[src/rtl/tile_draw_engine.sv]
// tile_draw_engine: draws one grid cell as a TILE x TILE RGB565 tile on an 8080 LCD bus.
// Optional GRID_OUTLINE_EN: background tiles get a grey outline on tile row 0 / column 0.
module tile_draw_engine #(
    parameter int TILE = 20,
    parameter int COLS = 16,
    parameter int ROWS = 12
) (
    input  logic       clk,
    input  logic       nrst,
    input  logic       en_update,
    input  logic [3:0] x,
    input  logic [3:0] y,
    input  logic [2:0] obj_code,
    output logic       cmd_done,
    output logic       busy,
    output logic       lcd_csx,
    output logic       lcd_dcx,
    output logic       lcd_wrx,
    output logic [7:0] lcd_d
);
    localparam int CW = $clog2(TILE);
    localparam logic [CW-1:0] LAST = CW'(TILE - 1);
    localparam logic [15:0] W_TILE = 16'(TILE);

    typedef enum logic [2:0] {
        S_IDLE, S_CASET, S_PASET, S_RAMWR, S_PIXELS, S_DONE, S_HOLD
    } state_t;

    state_t        r_state;
    state_t        w_next;
    logic [3:0]    r_x;
    logic [3:0]    r_y;
    logic [2:0]    r_code;
    logic          r_phase;
    logic [2:0]    r_bidx;
    logic          r_pbyte;
    logic [CW-1:0] r_row;
    logic [CW-1:0] r_col;

    logic [15:0]   w_xs;
    logic [15:0]   w_xe;
    logic [15:0]   w_ys;
    logic [15:0]   w_ye;
    logic [15:0]   w_color;
    logic          w_oor;
    logic          w_active;
    logic          w_last_px;

    assign w_xs = 16'(r_x) * W_TILE;
    assign w_xe = w_xs + W_TILE - 16'd1;
    assign w_ys = 16'(r_y) * W_TILE;
    assign w_ye = w_ys + W_TILE - 16'd1;
    assign w_oor = (32'(x) >= COLS) || (32'(y) >= ROWS);
    assign w_active = (r_state == S_CASET) || (r_state == S_PASET) ||
                      (r_state == S_RAMWR) || (r_state == S_PIXELS);
    assign w_last_px = r_pbyte && (r_row == LAST) && (r_col == LAST);

    // Address command sequence: cmd byte then start/end, MSB first.
    function automatic logic [7:0] addr_byte(
        input logic [2:0]  idx,
        input logic [7:0]  cmd,
        input logic [15:0] s,
        input logic [15:0] e
    );
        case (idx)
            3'd0:    addr_byte = cmd;
            3'd1:    addr_byte = s[15:8];
            3'd2:    addr_byte = s[7:0];
            3'd3:    addr_byte = e[15:8];
            default: addr_byte = e[7:0];
        endcase
    endfunction

    // Pixel colour from the latched object code (plus optional outline).
    always_comb begin
        w_color = 16'h0000;
        case (r_code)
            3'd1:    w_color = 16'h07E0;
            3'd2:    w_color = 16'h03E0;
            3'd3:    w_color = 16'hF800;
            3'd4:    w_color = 16'hFFFF;
            default: w_color = 16'h0000;
        endcase
`ifdef GRID_OUTLINE_EN
        if (((r_code == 3'd0) || (r_code >= 3'd5)) &&
            ((r_row == '0) || (r_col == '0)))
            w_color = 16'h2104;
`endif
    end

    // State register.
    always_ff @(posedge clk or negedge nrst) begin
        if (!nrst) r_state <= S_IDLE;
        else       r_state <= w_next;
    end

    // Next state and bus outputs; idle bus values are the defaults.
    always_comb begin
        w_next   = r_state;
        cmd_done = 1'b0;
        busy     = (r_state != S_IDLE);
        lcd_csx  = 1'b1;
        lcd_wrx  = 1'b1;
        lcd_dcx  = 1'b1;
        lcd_d    = 8'h00;
        if (w_active) begin
            lcd_csx = 1'b0;
            lcd_wrx = r_phase;
        end
        unique case (r_state)
            S_IDLE: begin
                if (en_update) w_next = w_oor ? S_DONE : S_CASET;
            end
            S_CASET: begin
                lcd_dcx = (r_bidx != 3'd0);
                lcd_d   = addr_byte(r_bidx, 8'h2A, w_xs, w_xe);
                if (r_phase && (r_bidx == 3'd4)) w_next = S_PASET;
            end
            S_PASET: begin
                lcd_dcx = (r_bidx != 3'd0);
                lcd_d   = addr_byte(r_bidx, 8'h2B, w_ys, w_ye);
                if (r_phase && (r_bidx == 3'd4)) w_next = S_RAMWR;
            end
            S_RAMWR: begin
                lcd_dcx = 1'b0;
                lcd_d   = 8'h2C;
                if (r_phase) w_next = S_PIXELS;
            end
            S_PIXELS: begin
                lcd_d = r_pbyte ? w_color[7:0] : w_color[15:8];
                if (r_phase && w_last_px) w_next = S_DONE;
            end
            S_DONE: begin
                cmd_done = 1'b1;
                w_next   = S_HOLD;
            end
            S_HOLD: w_next = S_IDLE;
            default: w_next = S_IDLE;
        endcase
    end

    // Request latch plus byte/phase and pixel row/column counters.
    always_ff @(posedge clk or negedge nrst) begin
        if (!nrst) begin
            r_x     <= '0;
            r_y     <= '0;
            r_code  <= '0;
            r_phase <= 1'b0;
            r_bidx  <= '0;
            r_pbyte <= 1'b0;
            r_row   <= '0;
            r_col   <= '0;
        end else if (r_state == S_IDLE) begin
            r_phase <= 1'b0;
            r_bidx  <= '0;
            r_pbyte <= 1'b0;
            r_row   <= '0;
            r_col   <= '0;
            if (en_update) begin
                r_x    <= x;
                r_y    <= y;
                r_code <= obj_code;
            end
        end else if (w_active) begin
            r_phase <= ~r_phase;
            if (r_phase && ((r_state == S_CASET) || (r_state == S_PASET)))
                r_bidx <= (r_bidx == 3'd4) ? 3'd0 : r_bidx + 3'd1;
            if (r_phase && (r_state == S_PIXELS)) begin
                r_pbyte <= ~r_pbyte;
                if (r_pbyte) begin
                    if (r_col == LAST) begin
                        r_col <= '0;
                        r_row <= (r_row == LAST) ? '0 : r_row + 1'b1;
                    end else begin
                        r_col <= r_col + 1'b1;
                    end
                end
            end
        end
    end
endmodule

[config.mk]
export PLATFORM = sky130hd
export DESIGN_NAME = tile_draw_engine
export DESIGN_NICKNAME = d
export VERILOG_FILES = /design/src/rtl/tile_draw_engine.sv
export SDC_FILE = /design/constraint.sdc
export NUM_CORES = 1
export LEC_CHECK = 0
export CAP_MARGIN = 20
export CORE_UTILIZATION = 45
export DETAILED_ROUTE_END_ITERATION = 12
export DONT_BUFFER_PORTS = 1
export GPL_TIMING_DRIVEN = 0
export SYNTH_ARGS = -nofsm -noshare
export SYNTH_HDL_FRONTEND = slang
export SYNTH_SLANG_ARGS = --single-unit
[constraint.sdc]
create_clock -name clk -period 3.04 [get_ports clk]
set_input_delay 0.152 -clock clk [delete_from_list [all_inputs] [get_ports clk]]
set_output_delay 0.152 -clock clk [all_outputs]
set_load 0.1 [all_outputs]
Word-level counts from Yosys, hierarchy flattened
Index checks and enable logic that the tools add are counted.
Operators by class
  add/sub/neg operators: 7
  multiply operators: 2
  divide/modulo/power cells: 0
  magnitude comparators: 1
  eq/ne operators: 20
  shift operators: 0
  multiplexer cells: 36
  bitwise operators: 2
  reduce and logical (&&, ||, !) cells: 25
Operators with widths (number)
  $pmux 8 s4: 3
  $pmux 16 s4: 1
  $mux 5: 11
  $mux 3: 10
  $sub 10x1->11 const B: 2
  $add 9x5->10 const B: 2
  $eq 3x2->1 const B: 6
  $pmux 3 s6: 1
  $mul 4x3->7 const B: 2
  $eq 3x3->1 const B: 4
  $add 5x1->5 const B: 2
  $eq 5x5->1 const B: 2
  $reduce_bool 2->1: 5
  $eq 3x1->1 const B: 3
  $mux 1: 8
  $mux 8: 1
  $ne 2x2->1 const B: 4
  $logic_and 1x1->1: 6
  $logic_not 3->1: 2
  $reduce_and 2->1: 3
  $reduce_bool 3->1: 2
  $reduce_and 5->1: 1
  $ge 4x4->1 const B: 1
  $reduce_and 4->1: 1
  7 further kinds: 10
Word-level totals
  register bits: 29
  latch bits: 0
  memory bits (writable): 0
  memory bits (read-only): 0
  input bits: 14
  output and inout port bits: 13
  word-level logic and storage cells: 102
  memories: 0

Depth between registers and ports, before layout
  word-level depth: 7
  depth in mapped cells: 9
  mapped depth without buffers: 8

Worst setup path before layout
OpenSTA, ideal clock, no wires.
  path type: reg2out
  start point: reg r_x[3]
  end point: out lcd_d[0]
  arrival: 5300 ps
  data required time: 2888 ps
  setup slack: -2412 ps
  cell stages (with the launch flop): 9
  buffers on the path: 0
  cells stage by stage: dfrtp_1 > ha_1 > ha_1 > fa_1 > xnor2_1 > nor2_1 > xnor2_1 > a21oi_1 > o311ai_0
On the way
  word-level cells in the longest chain between the ends: 5
Ends and longest elaborated chain
  start, declared: RTL line 31  | logic [3:0] r_x;
  start signal, assigned: RTL line 145  | r_x <= '0;
  start signal, assigned: RTL line 160  | r_x <= x;
  $mul 4x3->7 *: RTL line 49  | assign w_xs = 16'(r_x) * W_TILE;
  $add 9x5->10: RTL line 50  | assign w_xe = w_xs + W_TILE - 16'd1;
  $sub 10x1->11: RTL line 50
  $pmux 8 s4 *: RTL line 65  | case (idx)
  $pmux 8 s4 *: RTL line 110  | unique case (r_state)
  end, declared: RTL line 19  | output logic [7:0] lcd_d
Mark *: on every way between the ends. The rest lies on a longest branch, timed or not.

Final worst setup path
Same ends and word-level chain as after synthesis.

==> metrics.yaml <==
run_status:
  status: "complete, but fails checks"
  violations: "setup timing"
timing:
  skew_ns: 0.00998
  grt_setup_unrepaired: "true"
  finalHoldViolations: 0
  tightest_slew_ns: 1.10
  setup_viol: 1
  max_freq_ghz: 0.314
  post-route-period-util_pct: 105
  slew_headroom_pct: 26.4
  fin_ws_ns: -0.141
  report.final.slew_viol_count: 0
  fin_crit_ns: 3.18
critical_path:
  critPathSlowestCell: "o311ai_4"
  cp-end-kind: "output port"
  path_class: "register to output port"
  timing.rr.start: "r_state[1]"
  reg2reg_to: "r_row[3]"
  worst_ep_required_time_ns: 2.89
  ff2ff_path_depth: 8
  path_cells: "ha_1 -> ha_2 -> fa_2 -> nand2_2 -> nor2_2 -> xnor2_1 -> a21oi_2 -> o311ai_4"
  slowest_delay_ns: 0.89
  arrival_ns: 3.03
  path_max_fanout: 2
  r2r_slack_ns: 0.98
  crit_path_start_kind: "register"
floorplanning:
  die_x_um: 73.0
  io_pins: 27
  die_h_um: 73.0
  rows: 25
  start_util_pct: 47.3
  core_sq_um: 4790
  die-area_sq_um: 5320
routing:
  top_layer_used: "met4"
  wl_met2_um: 2510
  wl_um: 5330
  drc: 0
  vias: 1904
  routedWlPerCell_um: 15.7
  drtPass1Iterations: 4
  ant_nets: 0
  avgViaCountPerCell: 5.62
  drt_iter0_markers: 74
  wl_met3_um: 156
  m1WireLength_um: 2590
cts:
  clkTransAtPathRegs_ns: 0.07
  clock-root-buffer: "clkbuf_8"
  htreeDepth: 2
  cts_buffer_depth: 2
  cts_tree: "yes"
  insertion_delay_ns: 0.29
  cts_sinks: 29
  cts_buffers: 5
logic_synthesis:
  synthFlopType: "dfrtp_1"
  synthesis.area_sq_um: 2270
  syn_nets: 292
  synthSimpleGateAreaFrac_pct: 21.8
  synth_compound_area_share_pct: 16.7
  synth.area.mux_share_pct: 7.29
  ys_types: 50
  seq_area_frac_synth_pct: 32.0
  async_reset_ff_share_pct: 100
  synth_top_area_share_pct: 32.0
  yosys-top-cells-area: "dfrtp_1, ha_1, mux2_2"
  synthAdderAreaFrac_pct: 12.9
  synth_cells: 259
  synth_warnings: 0
  synth_edf_count: 0
  ys_seq_elements: 29
  synth_area_leader_cell: "dfrtp_1"
  synth_top_family_by_area: "simple AND/OR/NAND/NOR gates"
  synth_xor_area_share_pct: 4.64
  avgSynthCellArea_sq_um: 8.75
placement:
  gp_congestion: 0.844
  pre_cts_slack_ns: -0.152
  port_buffers: 0
  dp.cells: 326
  dp_hpwl_um: 3940
final_layout:
  utilization_pct: 55.2
  fin_nets: 304
  areaGrowthSynthToFinish_pct: 16.6
  stdcell_count: 339
  mostFrequentLayoutCells: "dfrtp_1, nand2_1, nand3_1, o21ai_0, ha_1"
  final_common_cell: "dfrtp_1"
  drive_above_1_share_pct: 20.2
  antenna_cells: 0
job:
  max-cap-violations: 0
min_path:
  hold_end: "r_x[2]"
  hp-class: "primary input to register"
  whs_path_depth: 1
  worstHoldStart: "x[2]"
global_routing:
  grt_max_degree: 30
  grt_use_total_pct: 21.6
  grt_pass1_wl_um: 8660
  antenna_found_initial: 0
  grt_remaining_overflow: 0
  grt_pass1_vias: 1784
-- per-stage QoR --
step	TNS (ns)	area, sq um	hold slack, ns
2_1_floorplan	-0.303	2300	-0.144
3_3_place_gp	-0.810	2390	-0.143
3_5_place_dp	-0.346	2410	-0.143
4_1_cts	-0.185	2620	0.00993
5_1_grt	-0.223	2640	0.00316
6_report	-0.141	2640	0.0111
-- synthesized netlist by cell type, types with 3 or more instances --
master / number
a21o_1: 4
a21oi_1: 11
a22o_1: 3
a31oi_1: 3
buf_2: 3
clkbuf_1: 6
dfrtp_1: 29
ha_1: 17
inv_1: 11
maj3_1: 4
mux2_2: 12
mux2i_1: 3
nand2_1: 29
nand3_1: 19
nor2_1: 17
nor2b_1: 6
nor3_1: 7
o211ai_1: 3
o21ai_0: 17
o22ai_1: 3
or3_1: 5
xnor2_1: 8
xor2_1: 4
-- per-layer routing --
metal | up-vias | GRT usage [%]
li1 | 962 | -
met1 | 910 | 29.4
met2 | 25 | 34.6
met3 | 7 | 4.28
met4 | 0 | 6.54
met5 | - | 0
-- worst max-delay path: cells and delay by family, from the launching register on --
| kind | cells | cell delay (ns) |
|---|---|---|
| DFF | 1 | 0.39 |
| and+or+nand+nor | 2 | 0.19 |
| AOI/OAI and AO/OA | 2 | 0.98 |
| xor gates and xnor gates | 1 | 0.15 |
| adders and majority gates | 3 | 1.04 |
-- kinds of logic after synthesis --
group	after synthesis
AND/OR/NAND/NOR	99
AO/OA/AOI/OAI	58
flip-flops	29
buffers and inverters	23
adder cells (fa/ha/maj)	23
multiplexers	15
XOR/XNOR	12
-- cell type report --
| type | count | area [sq um] |
|---|---|---|
| Buffer | 9 | 52.6 |
| Clock buffer | 6 | 72.6 |
| Clock inverter | 2 | 10.0 |
| Fill cell | 447 | 2140 |
| Inverter | 12 | 45.0 |
| Multi-Input combinational cell | 207 | 1580 |
| Sequential cell | 29 | 727 |
| Tap cell | 67 | 83.8 |
| Timing Repair Buffer | 7 | 67.6 |
-- state kept, by name (all words and copies together) (netlist names), 3 cells and up --
| signal | count |
|---|---|
| r_code | 3 |
| r_y | 4 |
| r_state | 3 |
| r_col | 5 |
| r_row | 5 |
| r_x | 4 |
| r_bidx | 3 |
-- worst max path at each step --
stage / start / end / depth (start not counted)
global route: r_x[3] / lcd_d[0] / 8
global placement: r_x[3] / lcd_d[0] / 8
CTS: r_x[3] / lcd_d[0] / 8
floorplan: r_x[3] / lcd_d[0] / 8
detailed placement: r_bidx[0] / lcd_d[3] / 6
finish: r_x[3] / lcd_d[0] / 8
-- timing repair --
action / 4_1_cts / 5_1_grt
resized for setup: 13 / 8
setup buffers: 4 / 1
hold buffers: 2 / 0
hold endpoints to repair: 29 / 0
pin swaps: 8 / 10
endpoints found under the setup margin: 7 / 6
Power is not shown: default switching activity piles up to over one toggle a cycle in this logic, so the estimate is an artifact.
